[src/rtl/lsu_mem_access_pkg.sv]
// Shared load/store definitions: funct3 codes, LSU states, bus widths and request checking.
package lsu_mem_access_pkg;

   localparam int unsigned MemDataW = 32;
   localparam int unsigned MemAddrW = 32;

   localparam logic [2:0] F3Byte  = 3'b000;
   localparam logic [2:0] F3Half  = 3'b001;
   localparam logic [2:0] F3Word  = 3'b010;
   localparam logic [2:0] F3ByteU = 3'b100;
   localparam logic [2:0] F3HalfU = 3'b101;

   typedef enum logic [2:0] {
      StIdle,
      StLoad,
      StStore,
      StRmwRd,
      StRmwWr
   } lsu_state_e;

   // Returns 1 when a request must be refused: re&we together, illegal funct3 or misaligned.
   // RV32 has no doubleword store, so store funct3 011 is refused along with funct3[2]=1.
   function automatic logic req_error(input logic       re,
                                      input logic       we,
                                      input logic [2:0] funct3,
                                      input logic [1:0] addr_lo);
      logic bad;
      bad = 1'b0;
      if (re && we) begin
         bad = 1'b1;
      end else if (re) begin
         case (funct3)
            F3Byte, F3ByteU: bad = 1'b0;
            F3Half, F3HalfU: bad = addr_lo[0];
            F3Word:          bad = (addr_lo != 2'b00);
            default:         bad = 1'b1;
         endcase
      end else if (we) begin
         case (funct3)
            F3Byte:  bad = 1'b0;
            F3Half:  bad = addr_lo[0];
            F3Word:  bad = (addr_lo != 2'b00);
            default: bad = 1'b1;
         endcase
      end
      return bad;
   endfunction

endpackage

[src/rtl/lsu_mem_access_byte_lane.sv]
// Byte-lane steering: load extract/extend and sub-word store merge into an old word.
module lsu_mem_access_byte_lane
   import lsu_mem_access_pkg::*;
(
   input  logic [31:0] rdata_i,
   input  logic [15:0] wdata_i,
   input  logic [1:0]  addr_lo_i,
   input  logic [2:0]  funct3_i,
   output logic [31:0] load_data_o,
   output logic [31:0] merged_o
);

   logic [7:0]  byte_sel;
   logic [15:0] half_sel;
   logic        sign_ext;

   // Select the addressed byte or half of the read word and extend it.
   always_comb begin
      byte_sel = 8'h00;
      unique case (addr_lo_i)
         2'd0: byte_sel = rdata_i[7:0];
         2'd1: byte_sel = rdata_i[15:8];
         2'd2: byte_sel = rdata_i[23:16];
         2'd3: byte_sel = rdata_i[31:24];
      endcase
      half_sel = addr_lo_i[1] ? rdata_i[31:16] : rdata_i[15:0];
      sign_ext = ~funct3_i[2];
      case (funct3_i[1:0])
         2'b00:   load_data_o = {{24{sign_ext & byte_sel[7]}}, byte_sel};
         2'b01:   load_data_o = {{16{sign_ext & half_sel[15]}}, half_sel};
         default: load_data_o = rdata_i;
      endcase
   end

   // Overlay store data onto the old word in the addressed byte or half.
   always_comb begin
      merged_o = rdata_i;
      if (funct3_i == F3Half) begin
         if (addr_lo_i[1]) merged_o[31:16] = wdata_i;
         else              merged_o[15:0]  = wdata_i;
      end else begin
         unique case (addr_lo_i)
            2'd0: merged_o[7:0]   = wdata_i[7:0];
            2'd1: merged_o[15:8]  = wdata_i[7:0];
            2'd2: merged_o[23:16] = wdata_i[7:0];
            2'd3: merged_o[31:24] = wdata_i[7:0];
         endcase
      end
   end

endmodule

[src/rtl/lsu_mem_access.sv]
// MEM-stage load/store unit: word-only bus requests, read-modify-write for sub-word stores.
module lsu_mem_access
   import lsu_mem_access_pkg::*;
#(
   parameter int unsigned ADDR_W = MemAddrW,
   parameter int unsigned DATA_W = MemDataW
) (
   input  logic              clk,
   input  logic              rst_n,
   input  logic              mem_re_i,
   input  logic              mem_we_i,
   input  logic [2:0]        mem_funct3_i,
   input  logic [ADDR_W-1:0] mem_addr_i,
   input  logic [DATA_W-1:0] mem_wdata_i,
   input  logic [5:0]        stall_i,
   output logic              stallreq_o,
   output logic [DATA_W-1:0] load_data_o,
   output logic              load_valid_o,
   output logic              err_o,
   output logic              bus_re_o,
   output logic              bus_we_o,
   output logic [ADDR_W-1:0] bus_addr_o,
   output logic [DATA_W-1:0] bus_wdata_o,
   input  logic [DATA_W-1:0] bus_rdata_i,
   input  logic              bus_done_i
);

   lsu_state_e  state_q;
   logic        done_r;
   logic [1:0]  addr_lo_q;
   logic [2:0]  funct3_q;
   logic [15:0] wdata_q;

   logic        start;
   logic        start_err;
   logic [31:0] lane_load;
   logic [31:0] lane_merged;
   logic        unused_stall;

   // Only the MEM-stage hold bit matters here.
   assign unused_stall = ^{stall_i[5], stall_i[3:0]};

   // done_r blocks re-issue of an instruction still parked in EX/MEM after it finished.
   assign start      = (mem_re_i | mem_we_i) & ~done_r;
   assign start_err  = req_error(mem_re_i, mem_we_i, mem_funct3_i, mem_addr_i[1:0]);
   assign stallreq_o = ((state_q == StIdle) & start & ~start_err) | (state_q != StIdle);

   lsu_mem_access_byte_lane u_byte_lane (
      .rdata_i     (bus_rdata_i),
      .wdata_i     (wdata_q),
      .addr_lo_i   (addr_lo_q),
      .funct3_i    (funct3_q),
      .load_data_o (lane_load),
      .merged_o    (lane_merged)
   );

   // Operation FSM with registered bus and result outputs; bus_wdata_o doubles as merge buffer.
   always_ff @(posedge clk) begin
      if (!rst_n) begin
         state_q      <= StIdle;
         done_r       <= 1'b0;
         addr_lo_q    <= 2'b00;
         funct3_q     <= 3'b000;
         wdata_q      <= 16'h0000;
         load_data_o  <= '0;
         load_valid_o <= 1'b0;
         err_o        <= 1'b0;
         bus_re_o     <= 1'b0;
         bus_we_o     <= 1'b0;
         bus_addr_o   <= '0;
         bus_wdata_o  <= '0;
      end else begin
         err_o        <= 1'b0;
         load_valid_o <= 1'b0;
         if (!stall_i[4]) done_r <= 1'b0;
         unique case (state_q)
            StIdle: begin
               if (start) begin
                  if (start_err) begin
                     err_o  <= 1'b1;
                     done_r <= 1'b1;
                  end else begin
                     addr_lo_q  <= mem_addr_i[1:0];
                     funct3_q   <= mem_funct3_i;
                     wdata_q    <= mem_wdata_i[15:0];
                     bus_addr_o <= {mem_addr_i[ADDR_W-1:2], 2'b00};
                     if (mem_re_i) begin
                        state_q  <= StLoad;
                        bus_re_o <= 1'b1;
                     end else if (mem_funct3_i == F3Word) begin
                        state_q     <= StStore;
                        bus_we_o    <= 1'b1;
                        bus_wdata_o <= mem_wdata_i;
                     end else begin
                        state_q  <= StRmwRd;
                        bus_re_o <= 1'b1;
                     end
                  end
               end
            end
            StLoad: begin
               if (bus_done_i) begin
                  load_data_o  <= lane_load;
                  load_valid_o <= 1'b1;
                  bus_re_o     <= 1'b0;
                  done_r       <= 1'b1;
                  state_q      <= StIdle;
               end
            end
            StStore, StRmwWr: begin
               if (bus_done_i) begin
                  bus_we_o    <= 1'b0;
                  bus_wdata_o <= '0;
                  done_r      <= 1'b1;
                  state_q     <= StIdle;
               end
            end
            StRmwRd: begin
               if (bus_done_i) begin
                  bus_re_o    <= 1'b0;
                  bus_we_o    <= 1'b1;
                  bus_wdata_o <= lane_merged;
                  state_q     <= StRmwWr;
               end
            end
            default: state_q <= StIdle;
         endcase
      end
   end

endmodule

[config.mk]
export PLATFORM = sky130hd
export DESIGN_NAME = lsu_mem_access
export DESIGN_NICKNAME = d
export VERILOG_FILES = /design/src/rtl/lsu_mem_access_pkg.sv /design/src/rtl/lsu_mem_access_byte_lane.sv /design/src/rtl/lsu_mem_access.sv
export SDC_FILE = /design/constraint.sdc
export NUM_CORES = 1
export LEC_CHECK = 0
export CORE_MARGIN = 2
export CORE_UTILIZATION = 42
export DETAILED_ROUTE_END_ITERATION = 12
export PLACE_DENSITY = 0.87
export SYNTH_ARGS = -nofsm -noshare
export SYNTH_HDL_FRONTEND = slang
export SYNTH_SLANG_ARGS = --single-unit
[constraint.sdc]
create_clock -name clk -period 1.6 [get_ports clk]
set_input_delay 0.32 -clock clk [delete_from_list [all_inputs] [get_ports clk]]
set_output_delay 0.32 -clock clk [all_outputs]
set_load 0.05 [all_outputs]
==> summary.md <==
| Metric | Value |
|---|---|
| Leakage | `4.360 nW` |
| Fin crit share | `1.125` |
| Gr usage total | `0.2784` |
| Yosys cell types | `53` |
| Commonest non-fill, non-tap cell in the layout | `nand2_1` |
| Initial Utilization | `0.4251` |
| VDD IR max | `0.7401 mV` |
| Cell Pwr Density | `862.3 mW/mm^2` |
| Largest delay contributor family on the critical path | `simple AND/OR/NAND/NOR gates` |
| Syn avg cell area | `8.375 um^2` |
| R2R Path End | `bus_wdata_o[14]` |
| Post-Route WL | `24.85 mm` |
| Most frequent cells in the layout | `160 x nand2_1, 136 x buf_4, 117 x dfxtp_1` |
| Arr. time, crit path | `1.48 ns` |
| Antenna violations before repair | `0` |
| FF+latch count, synth | `123` |
| Drt drc | `0` |
| Synth async-reset ratio | `0` |
| Pre-CTS WS | `-0.6830 ns` |
| Fin. max-slew vios | `0` |
| Pin count of the biggest net entering global routing | `66` |
| Vias in the first global route | `6748` |
| Max clock buf depth | `2` |
| Final Hold Viols | `0` |
| Hold path start | `rst_n` |
| Die Span X | `127.3 um` |
| R2R cell count | `6` |
| Nets@finish | `1134` |
| Clock sinks | `123` |
| Number of cells on the critical path | `3` |
| Drt pass-1 iters | `5` |
| Failing checks | `setup timing` |
| Vias/cell | `5.784` |
| Fmax | `0.5555 GHz` |
| HP Class | `in2reg` |
| Synth warn | `0` |
| Hold Path End | `load_data_o[29]` |
| Top FF cell, synth | `dfxtp_1` |
| Post-Synthesis Cells | `763` |
| Type of origin of the critical path | `flip-flop` |
| Detailed Route Iter0 Violations | `771` |
| Detailed-route wire length per cell | `20.30 um` |
| Die ar. | `0.01622 mm^2` |
| TNS Setup | `-9.326 ns` |
| Worst R2R Setup Slack | `-0.17 ns` |
| Fillers | `971` |
| Die H | `127.3 um` |
| Number of synthesized flops with an enable pin | `0` |
| Vias | `7080` |
| RSZ-0062 raised after global routing | `true` |
| Clk Latency, worst-skew pair | `0.43 ns` |
| Worst clock skew | `0.01560 ns` |
| Worst Path Class, Setup | `reg2out` |
| Final worst setup slack | `-0.2000 ns` |
| Worst-path cell chain | `or3_4 > o21bai_4 > buf_12` |
| Share of cells above drive strength 1 | `0.2973` |
| Total grt overflow | `0` |
| Post-DP HPWL | `15.66 mm` |
| Placer congestion estimate | `0.9065` |
| MaxCap Viol Count | `0` |
| CP max FO | `3` |
| Crit path largest cell delay | `0.40 ns` |
| Min cycle time layout | `1.800 ns` |
| Global-route wire length before repair | `35.45 mm` |
| Row cnt | `45` |
| CTS H-tree depth | `4` |
| Core footprint | `0.01503 mm^2` |
| Reg-to-Reg Start | `addr_lo_q[1]` |
| Routed Antenna Nets | `0` |
| # diodes | `0` |
| # setup viols final | `108` |
| CTS tree | `yes` |
| Synth Cell Area | `0.006390 mm^2` |
| Crit path buffers/inverters | `1` |
| Hold path cells | `3` |
| Worst path required time | `1.28 ns` |
| IO Count | `211` |
| CTS buffer count | `17` |
| Synth-to-Final Area Change | `66.97%` |
| IO buf count | `203` |
| Reg clk slew, reported paths | `0.05 ns` |
| CP max-delay cell | `or3_4` |
| Crit end category | `output pin` |
| Clock root buffer | `clkbuf_16` |
| Seq/Total Area, Yosys | `0.3854` |
| Outcome | `finished, violations left` |
-- cells in the mapped netlist (all sizes together) (2+ instances only) --
library cell / count / area share
o311a: 2 / 0.0031
and3b: 3 / 0.0041
dfxtp: 123 / 0.39
o31ai: 32 / 0.038
mux2i: 75 / 0.12
o2111ai: 2 / 0.0027
inv: 5 / 0.0029
a31oi: 34 / 0.033
or2: 2 / 0.0020
nand2: 162 / 0.095
nor2b: 4 / 0.0039
mux2: 23 / 0.041
o21a: 18 / 0.021
o211ai: 8 / 0.0094
clkbuf: 46 / 0.027
nand3: 3 / 0.0023
nand3b: 10 / 0.012
nor2: 7 / 0.0041
a2bb2oi: 7 / 0.0096
nand2b: 4 / 0.0039
or4b: 2 / 0.0037
a21boi: 2 / 0.0023
o21ai: 62 / 0.049
buf: 28 / 0.029
and2: 10 / 0.0098
nor3: 3 / 0.0041
nor3b: 19 / 0.022
a21oi: 49 / 0.038
-- power breakdown --
part	switching, mW	internal (mW)	total, mW
clock network	1.40	2.36	3.75
logic	1.10	1.01	2.11
registers	0.131	3.20	3.33
total	2.63	6.57	9.20
-- worst max-delay path by stage --
| stage | start | endpoint | slack, ns |
|---|---|---|---|
| final | state_q[1] | stallreq_o | -0.20 |
| after floorplan | mem_addr_i[0] | bus_wdata_o[0] | -0.05 |
| after detailed placement | mem_addr_i[0] | bus_addr_o[4] | -0.68 |
| after global placement | mem_addr_i[0] | addr_lo_q[1] | -0.61 |
| after global routing | state_q[1] | stallreq_o | -0.23 |
| after CTS | state_q[1] | stallreq_o | -0.20 |
-- layer usage --
| layer | vias up | share of wire | global-route usage |
|---|---|---|---|
| met5 | - | 0 | 0 |
| met4 | 0 | 0.056 | 0.1707 |
| met3 | 104 | 0.099 | 0.08836 |
| met2 | 429 | 0.47 | 0.4549 |
| met1 | 3288 | 0.37 | 0.3176 |
| li1 | 3259 | - | - |
-- repair_timing --
| item | CTS | global route |
|---|---|---|
| resized for setup | 31 | 63 |
| pin swaps | 6 | 9 |
| setup buffers | 9 | 7 |
| gates cloned | 3 | 8 |
| hold buffers | 0 | 0 |
| endpoints found under the setup margin | 112 | 117 |
-- logic make-up (layout without fill, tap and decap cells) --
kind of cell | Yosys count | after routing | synth area share
compound gates | 224 | 224 | 0.2172
xor+xnor | 1 | 1 | 0.001371
other cells | 1 | 2 | 0.0005869
flops | 123 | 123 | 0.3854
simple gates | 236 | 236 | 0.1770
buf+inv | 79 | 351 | 0.05894
fa+ha+maj | 1 | 1 | 0.001567
mux | 98 | 98 | 0.1580
-- through the flow --
stage | util | instances | cell area [um^2] | hold slack, ns | power [mW]
after global placement | 0.6270 | 1166 | 9425 | 0.4428 | 5.206
after detailed placement | 0.6270 | 1166 | 9425 | 0.4488 | 5.232
after global routing | 0.7097 | 1224 | 10670 | 0.2400 | 9.480
after CTS | 0.6833 | 1209 | 10270 | 0.2115 | 9.025
after floorplan | - | 764 | 6412 | 0.4468 | 4.346
final | 0.7097 | 1224 | 10670 | 0.2424 | 9.200
-- tightest hold or removal path, cell delays in order --
cell and delay, ns:
buf_4 0.16, o21ai_0 0.09, a21oi_1 0.05
-- layout make-up --
cell class                      count  area, um^2  share of cell area
Multi-Input combinational cell    562        3842              0.3601
Timing Repair Buffer              315        3535              0.3313
Sequential cell                   123        2475              0.2320
Clock buffer                       24       471.7             0.04421
Tap cell                          188       235.2             0.02205
Clock inverter                      7       91.34            0.008561
Inverter                            5       18.77            0.001759
-- flip-flops by register name, summed over array words and instances, names as in the netlist --
| register | count |
|---|---|
| err_o | 1 |
| wdata_q | 16 |
| load_valid_o | 1 |
| bus_addr_o | 30 |
| funct3_q | 3 |
| bus_wdata_o | 32 |
| load_data_o | 32 |
| addr_lo_q | 2 |
| done_r | 1 |
| bus_re_o | 1 |
| bus_we_o | 1 |
| state_q | 3 |
(Power assumes the default switching activity.)
